File: src/rtl/clock_tick_generator_if.sv
// Control and tick bundle between the clock datapath and its tick generator.
// The generator is the slave: it consumes Run/Clear/Fast and produces the ticks.
interface clock_tick_generator_if;
    logic Run;
    logic Clear;
    logic Fast;
    logic Tick_1Hz;
    logic Tick_2Hz;
    logic Tick_Scan;
    logic Blink;

    modport master (
        output Run, Clear, Fast,
        input  Tick_1Hz, Tick_2Hz, Tick_Scan, Blink
    );

    modport slave (
        input  Run, Clear, Fast,
        output Tick_1Hz, Tick_2Hz, Tick_Scan, Blink
    );
endinterface

File: src/rtl/clock_tick_generator.sv
// Sole producer of the single-cycle tick enables for the clock datapath:
// 1 Hz / 2 Hz timekeeping ticks (with a time-set speed-up), a free-running
// display-scan tick, and a 50 % blink level derived from the half-second phase.
module clock_tick_generator #(
    parameter int CLK_HZ    = 50_000_000,
    parameter int SCAN_HZ   = 1000,
    parameter int FAST_MULT = 16
) (
    input  logic                         Clock,
    input  logic                         Reset_n,
    clock_tick_generator_if.slave        bus
);

    localparam int HALF_SLOW = CLK_HZ / 2;
    localparam int HALF_FAST = CLK_HZ / (2 * FAST_MULT);
    localparam int SCAN_DIV  = CLK_HZ / SCAN_HZ;

    // Guard against zero-width counters for degenerate divide ratios.
    localparam int HW = (HALF_SLOW > 1) ? $clog2(HALF_SLOW) : 1;
    localparam int SW = (SCAN_DIV  > 1) ? $clog2(SCAN_DIV)  : 1;

    localparam logic [HW-1:0] HALF_TC_SLOW = HW'(HALF_SLOW - 1);
    localparam logic [HW-1:0] HALF_TC_FAST = HW'(HALF_FAST - 1);
    localparam logic [SW-1:0] SCAN_TC      = SW'(SCAN_DIV - 1);

    logic [HW-1:0] r_half_cnt;
    logic          r_half;
    logic          r_tick_1hz;
    logic          r_tick_2hz;
    logic [SW-1:0] r_scan_cnt;
    logic          r_tick_scan;

    logic [HW-1:0] w_half_tc;
    logic          w_half_wrap;

    // Terminal count follows Fast combinationally; the >= compare makes a
    // mid-count switch to the shorter period wrap on the next counting edge.
    always_comb begin
        w_half_tc   = bus.Fast ? HALF_TC_FAST : HALF_TC_SLOW;
        w_half_wrap = (r_half_cnt >= w_half_tc);
    end

    // Timekeeping divider: Clear beats Run=0, which beats counting.
    always_ff @(posedge Clock or negedge Reset_n) begin
        if (!Reset_n) begin
            r_half_cnt <= '0;
            r_half     <= 1'b0;
            r_tick_1hz <= 1'b0;
            r_tick_2hz <= 1'b0;
        end else if (bus.Clear) begin
            r_half_cnt <= '0;
            r_half     <= 1'b0;
            r_tick_1hz <= 1'b0;
            r_tick_2hz <= 1'b0;
        end else if (!bus.Run) begin
            r_tick_1hz <= 1'b0;
            r_tick_2hz <= 1'b0;
        end else if (w_half_wrap) begin
            r_half_cnt <= '0;
            r_half     <= ~r_half;
            r_tick_2hz <= 1'b1;
            // The full second ends when the second half-period completes.
            r_tick_1hz <= r_half;
        end else begin
            r_half_cnt <= r_half_cnt + HW'(1);
            r_tick_1hz <= 1'b0;
            r_tick_2hz <= 1'b0;
        end
    end

    // Scan divider free-runs regardless of Run/Clear/Fast.
    always_ff @(posedge Clock or negedge Reset_n) begin
        if (!Reset_n) begin
            r_scan_cnt  <= '0;
            r_tick_scan <= 1'b0;
        end else if (r_scan_cnt == SCAN_TC) begin
            r_scan_cnt  <= '0;
            r_tick_scan <= 1'b1;
        end else begin
            r_scan_cnt  <= r_scan_cnt + SW'(1);
            r_tick_scan <= 1'b0;
        end
    end

    assign bus.Tick_1Hz  = r_tick_1hz;
    assign bus.Tick_2Hz  = r_tick_2hz;
    assign bus.Tick_Scan = r_tick_scan;
    assign bus.Blink     = r_half;

endmodule
File: src/flat_wrapper.sv
// flat-port wrapper written by rule: the top's interface ports become plain ports
module clock_tick_generator_flat 
#(
    parameter int CLK_HZ    = 50_000_000,
    parameter int SCAN_HZ   = 1000,
    parameter int FAST_MULT = 16
)
  (Clock, Reset_n, bus_Run, bus_Clear, bus_Fast, bus_Tick_1Hz, bus_Tick_2Hz, bus_Tick_Scan, bus_Blink);
  clock_tick_generator_if bus_i ();
  input  logic Clock;
  input  logic Reset_n;
  input wire logic [$bits(bus_i.Run)-1:0] bus_Run;
  input wire logic [$bits(bus_i.Clear)-1:0] bus_Clear;
  input wire logic [$bits(bus_i.Fast)-1:0] bus_Fast;
  output wire logic [$bits(bus_i.Tick_1Hz)-1:0] bus_Tick_1Hz;
  output wire logic [$bits(bus_i.Tick_2Hz)-1:0] bus_Tick_2Hz;
  output wire logic [$bits(bus_i.Tick_Scan)-1:0] bus_Tick_Scan;
  output wire logic [$bits(bus_i.Blink)-1:0] bus_Blink;
  assign bus_i.Run = bus_Run;
  assign bus_i.Clear = bus_Clear;
  assign bus_i.Fast = bus_Fast;
  assign bus_Tick_1Hz = bus_i.Tick_1Hz;
  assign bus_Tick_2Hz = bus_i.Tick_2Hz;
  assign bus_Tick_Scan = bus_i.Tick_Scan;
  assign bus_Blink = bus_i.Blink;
  clock_tick_generator #(.CLK_HZ(CLK_HZ), .SCAN_HZ(SCAN_HZ), .FAST_MULT(FAST_MULT)) u_core (.Clock(Clock), .Reset_n(Reset_n), .bus(bus_i));
endmodule
File: config.mk
export PLATFORM = sky130hd
export DESIGN_NAME = clock_tick_generator_flat
export DESIGN_NICKNAME = d
export VERILOG_FILES = /design/src/rtl/clock_tick_generator_if.sv /design/src/rtl/clock_tick_generator.sv /design/src/flat_wrapper.sv
export SDC_FILE = /design/constraint.sdc
export NUM_CORES = 1
export LEC_CHECK = 0
export ABC_AREA = 0
export BUFFER_PORTS_ARGS = -buffer_cell sky130_fd_sc_hd__buf_4
export CORE_ASPECT_RATIO = 0.5
export CORE_MARGIN = 3
export CORE_UTILIZATION = 55
export DETAILED_ROUTE_END_ITERATION = 10
export GPL_TIMING_DRIVEN = 0
export MAX_ROUTING_LAYER = met4
export PLACE_DENSITY = 0.72
export SYNTH_ARGS = -nofsm -noshare
export SYNTH_HDL_FRONTEND = slang
export SYNTH_SLANG_ARGS = --single-unit
File: constraint.sdc
create_clock -name Clock -period 3.6 [get_ports Clock]
set_input_delay 0.54 -clock Clock [delete_from_list [all_inputs] [get_ports Clock]]
set_output_delay 0.54 -clock Clock [all_outputs]
set_load 0.01 [all_outputs]
## Yosys cells after proc, flatten, opt, wreduce, memory -nomap -nowiden

Cells that the tools add are included.

- Bits in registers: 45
- Input bits: 5
- Output and inout port bits: 4
- Word-level logic and storage cells: 29

- Add/subtract/negate cells: 2
- Order comparisons: 1
- Equality and inequality tests: 1
- Muxes and demuxes: 15
- Bitwise logic cells: 1
- Reduce and logical (&&, ||, !) cells: 3

Operators by type and width:

| operator | count |
|---|---|
| two-way mux 25 bit | 4 |
| adder 25 x 1 -> 25 bit, second input constant | 1 |
| greater-or-equal comparator 25 bit | 1 |
| adder 16 x 1 -> 16 bit, second input constant | 1 |
| == test 16 bit, second input constant | 1 |
| two-way mux 16 bit | 1 |
| two-way mux 1 bit | 10 |
| nonzero test 2 bit | 2 |
| AND reduction 2 bit | 1 |
| inverter 1 bit | 1 |

## Longest topological paths before layout

Gate-level depths: netlist (run 1).

- Word-level depth: 5
- Mapped depth: 9
- Mapped depth without buffers: 8

## Worst setup path after synthesis (run 1)

No wires, ideal clock.

- Path type: input-to-reg
- Start: in bus_Fast
- End: reg u_core.r_half_cnt[4]
- Setup time: 0.069 ns
- Data arrival time: 2.270 ns
- Required time: 3.531 ns
- Slack: 1.260 ns
- Cell stages on the path: 9
- Path buffers: 1
- Cells stage by stage: inv_1 ha_1 a21oi_1 nand2_2 o311ai_4 o221ai_2 or2_4 buf_12 nor2_4

- Word-level cells in the longest chain between the ends: 5

Ends and longest elaborated chain:

| what | line | source |
|---|---|---|
| start, declared | flat_wrapper.sv:14 | `input wire logic [$bits(bus_i.Fast)-1:0] bus_Fast;` |
| two-way mux 25 bit | clock_tick_generator.sv:39 | `w_half_tc = bus.Fast ? HALF_TC_FAST : HALF_TC_SLOW;` |
| greater-or-equal comparator 25 bit | clock_tick_generator.sv:40 | `w_half_wrap = (r_half_cnt >= w_half_tc);` |
| two-way mux 25 bit | clock_tick_generator.sv:58 | `end else if (w_half_wrap) begin` |
| two-way mux 25 bit | clock_tick_generator.sv:55 | `end else if (!bus.Run) begin` |
| two-way mux 25 bit | clock_tick_generator.sv:50 | `end else if (bus.Clear) begin` |
| end signal, assigned | clock_tick_generator.sv:65 | `r_half_cnt <= r_half_cnt + HW'(1);` |
| end, declared | clock_tick_generator.sv:26 | `logic [HW-1:0] r_half_cnt;` |

No other way between the ends. The select of a mux whose other input is x is not followed.
A chain may end at the register's enable or synchronous reset.

## Worst setup path after layout (run 1)

- Start: in bus_Fast
- End: reg u_core.r_half_cnt[2]

Same word-level chain as after synthesis.

==> metrics, run 1 <==
status completed; fin nets ~300; Finished Layout Cells 350; Cells after Synth 270; Seq/Total Area, Yosys 39.7%; Post-CTS Setup Inserts 0; syn_nets 293; Core ar. 0.00468 mm^2; Post-Route WL 4950 um; Root Buffer clkbuf_8; grt total ovfl 0; DRC 0; Final Setup Violations 0; Initial Util between 60% and 70%; clock sinks 45; commonest non-fill, non-tap cells in the layout dfrtp_1, nand2_1, nor2_1; Max FO, Critical Path 11; synth warn 0; first-pass GRT wire length 9040 um; Clk Latency, worst-skew pair slightly below 300 ps; Clk pwr share 39.4%; commonest non-fill, non-tap cell in the layout dfrtp_1; initial antenna violation count 0; drt wl/cell 14.1 um; PostCTS Resize Cnt 0; Cells after DPL 343; area of the die 0.00611 mm^2; Max VDD drop 165 uV; RD Place Congestion approximately 0.90; post-route minimum period about 2400 ps; internal power 727 uW; layout cells sized above 1 20.4%; initial DRC count 47; clk buf depth 2; die height 56.8 um; RSZ-0062 raised after global routing false; mean post-synth cell area 10.5 um^2; CP required 3830 ps; H-Tree Depth 2; MaxCap Viol Count 0; Synth cell types 50; number of diodes 0; PD cells around 300 mW/mm^2; final hold violations 0; Clock Skew 5.08 ps; clk slew on worst S/H paths 80 ps; First-pass DRT Iterations 4; Hold WS about 230 ps; hold buffers post-CTS 0; HP Class input pin to async pin; f_max between 400 and 500 MHz; slew margin rel. 62.4%; CTS tree done; Sequential Power Share between 50% and 60%; final worst-path cycle share 67.7%; via/cell ratio ~5.6; number of global-route vias before repair approximately 2100; Leak 0.00133 uW; Mapped Area 0.00284 mm^2; Ports 9; sw power 208 uW; sw frac 22.2%; Worst Setup Start Kind input pin; Gate power share under 10%; Final TNS setup 0 ps; CP endpoint kind flip-flop; vias 1966; input/output buffers 7; final count of pins violating max slew 0; Worst Tran Pin Value ~560 ps; register bit count reported by yosys 45; Inserted Clock Buffers 5; Area Growth Syn to Fin 8.42%; Routed Antenna Nets 0; class of the most critical setup path input pin to flip-flop; crit path DAT 2670 ps; # rows 17; largest net degree at the start of global routing 46; post-DP HPWL 3640 um; global-route usage over all layers 18.7%; Die X between 100 and 150 um
## state kept, by name (all words and copies together), names as in the netlist
| name | cells |
|---|---|
| u_core.r_half_cnt | 25 |
| u_core.bus.Tick_1Hz | 1 |
| u_core.bus.Blink | 1 |
| u_core.r_scan_cnt | 16 |
| u_core.bus.Tick_2Hz | 1 |
| u_core.bus.Tick_Scan | 1 |
## worst max-delay path, stage by stage
cell      delay (ps)
buf_4            170
inv_1            160
ha_1             380
a21oi_1          210
nand2_2          110
o311ai_4         350
o221ai_2         180
or2_4            290
buf_12           170
nor2_4           100
## per-stage QoR
step / area [um^2] / worst slack [ps] / utilization (%) / total power, uW
after global routing: 3080 / 1040 / 65.7 / 974
after CTS: 3080 / 1170 / 65.7 / 947
after global placement: 2970 / 901 / 63.5 / 575
final: 3080 / 1160 / 65.7 / 935
after detailed placement: 2970 / 864 / 63.5 / 578
after floorplan: 2840 / 1260 / - / 555
## routing by layer
layer	vias to the layer above	part of all wire, %	GRT usage [%]	wire length [um]
met1	979	48	22.3	2350
met4	0	0.47	3.96	23
met3	4	2.8	4.48	140
li1	966	-	-	-
met5	-	0	-	0
met2	17	49	32.6	2430
## logic make-up (layout without fill, tap and decap cells)
group	after synthesis	after routing	synth area share (%)
and+or+nand+nor	135	135	31.2
adders and majority gates	18	18	7.94
AOI/OAI and AO/OA	28	28	8.11
buffers and inverters	12	26	3.17
xor gates and xnor gates	32	32	9.88
DFF	45	45	39.7
## synthesized netlist by cell type (all sizes together)
| cell | instances | area [um^2] |
|---|---|---|
| ha | 18 | 225 |
| and4b | 1 | 10.0 |
| and2 | 3 | 18.8 |
| buf | 6 | 67.6 |
| a31oi | 2 | 12.5 |
| nand4b | 4 | 41.3 |
| clkbuf | 1 | 3.75 |
| nor3b | 4 | 40.0 |
| o31ai | 2 | 15.0 |
| a21o | 3 | 22.5 |
| o221ai | 1 | 15.0 |
| nor4 | 4 | 46.3 |
| xnor2 | 16 | 140 |
| and3 | 5 | 31.3 |
| and2b | 1 | 8.76 |
| a211o | 1 | 8.76 |
| a22o | 1 | 8.76 |
| a31o | 1 | 8.76 |
| nand2b | 1 | 6.26 |
| and4 | 2 | 17.5 |
| xor2 | 16 | 140 |
| o211ai | 2 | 25.0 |
| a21oi | 6 | 30.0 |
| nand2 | 28 | 108 |
| nor2 | 41 | 304 |
| nor2b | 5 | 31.3 |
| o311ai | 1 | 26.3 |
| dfrtp | 45 | 1130 |
| o21bai | 1 | 7.51 |
| or3 | 2 | 12.5 |
| nand3 | 15 | 75.1 |
| nor3 | 9 | 56.3 |
| o2111ai | 1 | 15.0 |
| a311o | 1 | 10.0 |
| inv | 5 | 18.8 |
| nand3b | 1 | 7.51 |
| nand4 | 7 | 56.3 |
| o21ai | 5 | 25.0 |
| or2 | 2 | 15.0 |
## power by group through the flow
| stage | clock, uW | combinational, uW | sequential [uW] |
|---|---|---|---|
| after floorplan | 0 | 36.0 | 519 |
| after global routing | 401 | 63.5 | 510 |
| after CTS | 379 | 58.4 | 510 |
| final | 369 | 57.2 | 509 |
| after global placement | 0 | 55.7 | 520 |
| after detailed placement | 0 | 58.0 | 520 |
## area by class of cell
cell class,instances,area [um^2]
clock inverter,2,35.0
timing repair buffer,7,52.6
sequential,45,1130
multi-input combinational,213,1620
fill,368,1600
buffer,7,71.3
inverter,5,18.8
clock buffer,5,68.8
tap,66,82.6
## path summary, 6_finish.rpt
kind	from	endpoint	slack [ps]	depth (start not counted)
min	Reset_n	u_core.r_half_cnt[19]$_DFFE_PN0P_	230	1
max	bus_Fast	u_core.r_half_cnt[2]$_DFFE_PN0P_	1160	10
min in group Clock	u_core.r_scan_cnt[0]$_DFF_PN0_	u_core.r_scan_cnt[0]$_DFF_PN0_	470	1
max reg2reg	u_core.r_half_cnt[22]$_DFFE_PN0P_	u_core.r_half_cnt[2]$_DFFE_PN0P_	1330	8
max in group asynchronous	Reset_n	u_core.r_half_cnt[6]$_DFFE_PN0P_	2980	1
min reg2reg	u_core.r_scan_cnt[0]$_DFF_PN0_	u_core.r_scan_cnt[0]$_DFF_PN0_	470	1
No activity file was read; power rests on OpenSTA's default activity.
==> run 2: changes to the inputs <==
ABC_AREA = 1   (was 0)
PLACE_DENSITY = 0.75   (was 0.72)
clock period = 2 ns   (was 3.6 ns; I/O delays follow)
==> metrics, run 2 <==
status finished, violations left; failing checks negative hold slack; H-Tree Depth 2; Max VDD drop 272 uV; DRC 0; Seq/Total Area, Yosys 38.9%; sw power approximately 390 uW; slew margin rel. 62.3%; Finished Layout Cells between 400 and 500; mean post-synth cell area 7.85 um^2; RSZ-0062 raised after global routing false; first-pass GRT wire length 10800 um; commonest non-fill, non-tap cells in the layout nand2_1, inv_1, dfrtp_1; Post-Route WL 6140 um; final worst-path cycle share 91.6%; Mapped Area 0.00290 mm^2; clk slew on worst S/H paths 90 ps; Hold WS -8.18 ps; number of diodes 0; Worst R2R End u_core.r_half_cnt[7]$_DFFE_PN0P_; number of global-route vias before repair 2415; reg2reg setup slack 170 ps; Yosys top cell area share 38.9%; worst r2r src u_core.r_half_cnt[21]$_DFFE_PN0P_; PD cells 498 mW/mm^2; Core ar. 0.00472 mm^2; via/cell ratio 5.45; internal power 1180 uW; Gate power share 6.4%; Leak 0.00148 uW; area leader, netlist dfrtp_1; final hold violations 12; First-pass DRT Iterations 4; most frequent cells after synthesis nand2_1, dfrtp_1, inv_1, nor2_1, a21oi_1; # rows 17; CP endpoint kind flip-flop; Register-to-Register Path Depth 9; Post-synth EDFFs 0; Synth cell types 34; Final TNS setup 0 ps; ranking of synthesized cells by area dfrtp_1, nand2_1, ha_1, inv_1, nor2_1; grt total ovfl 0; fin nets 410; Async SR Flop Fraction 100%; CP required between 2000 and 2500 ps; Largest register FFs 25; Routed Antenna Nets 0; Clk pwr share 35.2%; die height between 50 and 60 um; global-route usage over all layers 22.8%; area of the die 0.00623 mm^2; clk buf depth 2; Reg with most FFs u_core.r_half_cnt; drt wl/cell 13.5 um; CP startpoint u_core.r_half_cnt[21]$_DFFE_PN0P_; most frequent cell after synthesis nand2_1; Root Buffer clkbuf_8; largest registers u_core.r_half_cnt (25), u_core.r_scan_cnt (16); clock sinks 45; Inserted Clock Buffers 5; layout cells sized above 1 11.6%; Sequential Power Share 58.4%; Design Power about 1600 uW; crit path DAT 2000 ps; syn_nets a little under 400; CP max stage delay 460 ps; post-route minimum period 1830 ps; post-DP HPWL 4540 um; HP Class input pin to async pin; CTS tree done; Ports 9; Worst Tran Pin Value 566 ps; Final Util between 60% and 70%; Max FO, Critical Path 10; Post-synth top flop dfrtp_1; Worst Setup Start Kind flip-flop; sw frac ~25%; Clk Latency, worst-skew pair 300 ps; Cells after DPL 443; final count of pins violating max slew 0; crit-path cells ha_1 > nand2_1 > nor2_2 > nand3_2 > nor2_4 > nand2_2 > nand4_4 > buf_6 > a21oi_1; register bit count reported by yosys 45; initial antenna violation count 0; largest net degree at the start of global routing between 40 and 50; initial DRC count roughly 130; Clock Skew 5.76 ps; commonest non-fill, non-tap cell in the layout nand2_1; input/output buffers 8; MaxCap Viol Count 0; f_max 546 MHz; Cells after Synth approximately 370; Final Setup Violations 0; Area Growth Syn to Fin 8.89%; RD Place Congestion approximately 0.88; vias 2468; Die X 109 um; class of the most critical setup path flip-flop to flip-flop; hold buffers post-CTS 0; Worst path slowest cell dfrtp_1; synth warn 0; Initial Util slightly above 60%
==> run 2: final cells by class <==
cell class	instances	area, um^2
buffer	5	41.3
clock buffer	5	68.8
clock inverter	2	16.3
fill	397	1570
inverter	48	180
multi-input combinational	271	1560
sequential	45	1130
tap	66	82.6
timing repair buffer	11	82.6
==> run 2: what timing repair did <==
action                     CTS  global route
setup endpoints to repair    0            17
resized for setup            0             2
buffers inserted             0             3
==> run 2: worst max-delay path, delay by kind of cell (launching register included) <==
kind                       cells  cell delay (ps)
and+or+nand+nor                6              690
DFF                            1              460
adders and majority gates      1              310
buffers and inverters          1              160
AOI/OAI and AO/OA              1               80
==> run 2: cell families after synthesis <==
| family | share of synthesized area [%] |
|---|---|
| xor gates and xnor gates | 6.95 |
| buffers and inverters | 7.64 |
| AOI/OAI and AO/OA | 8.81 |
| and+or+nand+nor | 29.6 |
| adders and majority gates | 7.77 |
| DFF | 38.9 |
| muxes | 0.345 |
==> run 2: metrics by stage <==
step	setup slack, ps	instance area (um^2)
CTS	33.5	3130
global route	29.1	3160
floorplan	331	2900
finish	167	3160
global placement	-120	3040
detailed placement	-189	3040
==> run 2: power groups by stage <==
stage	clock network [uW]	registers, uW	logic, uW
2_1_floorplan	0	935	48.4
3_3_place_gp	0	936	90.6
3_5_place_dp	0	936	95.6
4_1_cts	571	918	95.9
5_1_grt	626	919	116
6_report	554	918	100
==> run 2: worst max path at each step <==
stage | endpoint | cells after the start
2_1_floorplan | u_core.r_half_cnt[11]$_DFFE_PN0P_ | 9
3_3_place_gp | u_core.r_half_cnt[11]$_DFFE_PN0P_ | 11
3_5_place_dp | u_core.r_half_cnt[10]$_DFFE_PN0P_ | 10
4_1_cts | u_core.r_half_cnt[7]$_DFFE_PN0P_ | 9
5_1_grt | u_core.r_half_cnt[16]$_DFFE_PN0P_ | 9
6_report | u_core.r_half_cnt[7]$_DFFE_PN0P_ | 9
==> run 2: routing by layer <==
metal / track usage [%] / routed length, um / vias to the layer above
met4: 4.32 / 58 / 0
li1: - / - / 1235
met3: 6.33 / 378 / 6
met1: 29.2 / 2790 / 1168
met2: 36.7 / 2900 / 59
met5: - / 0 / -
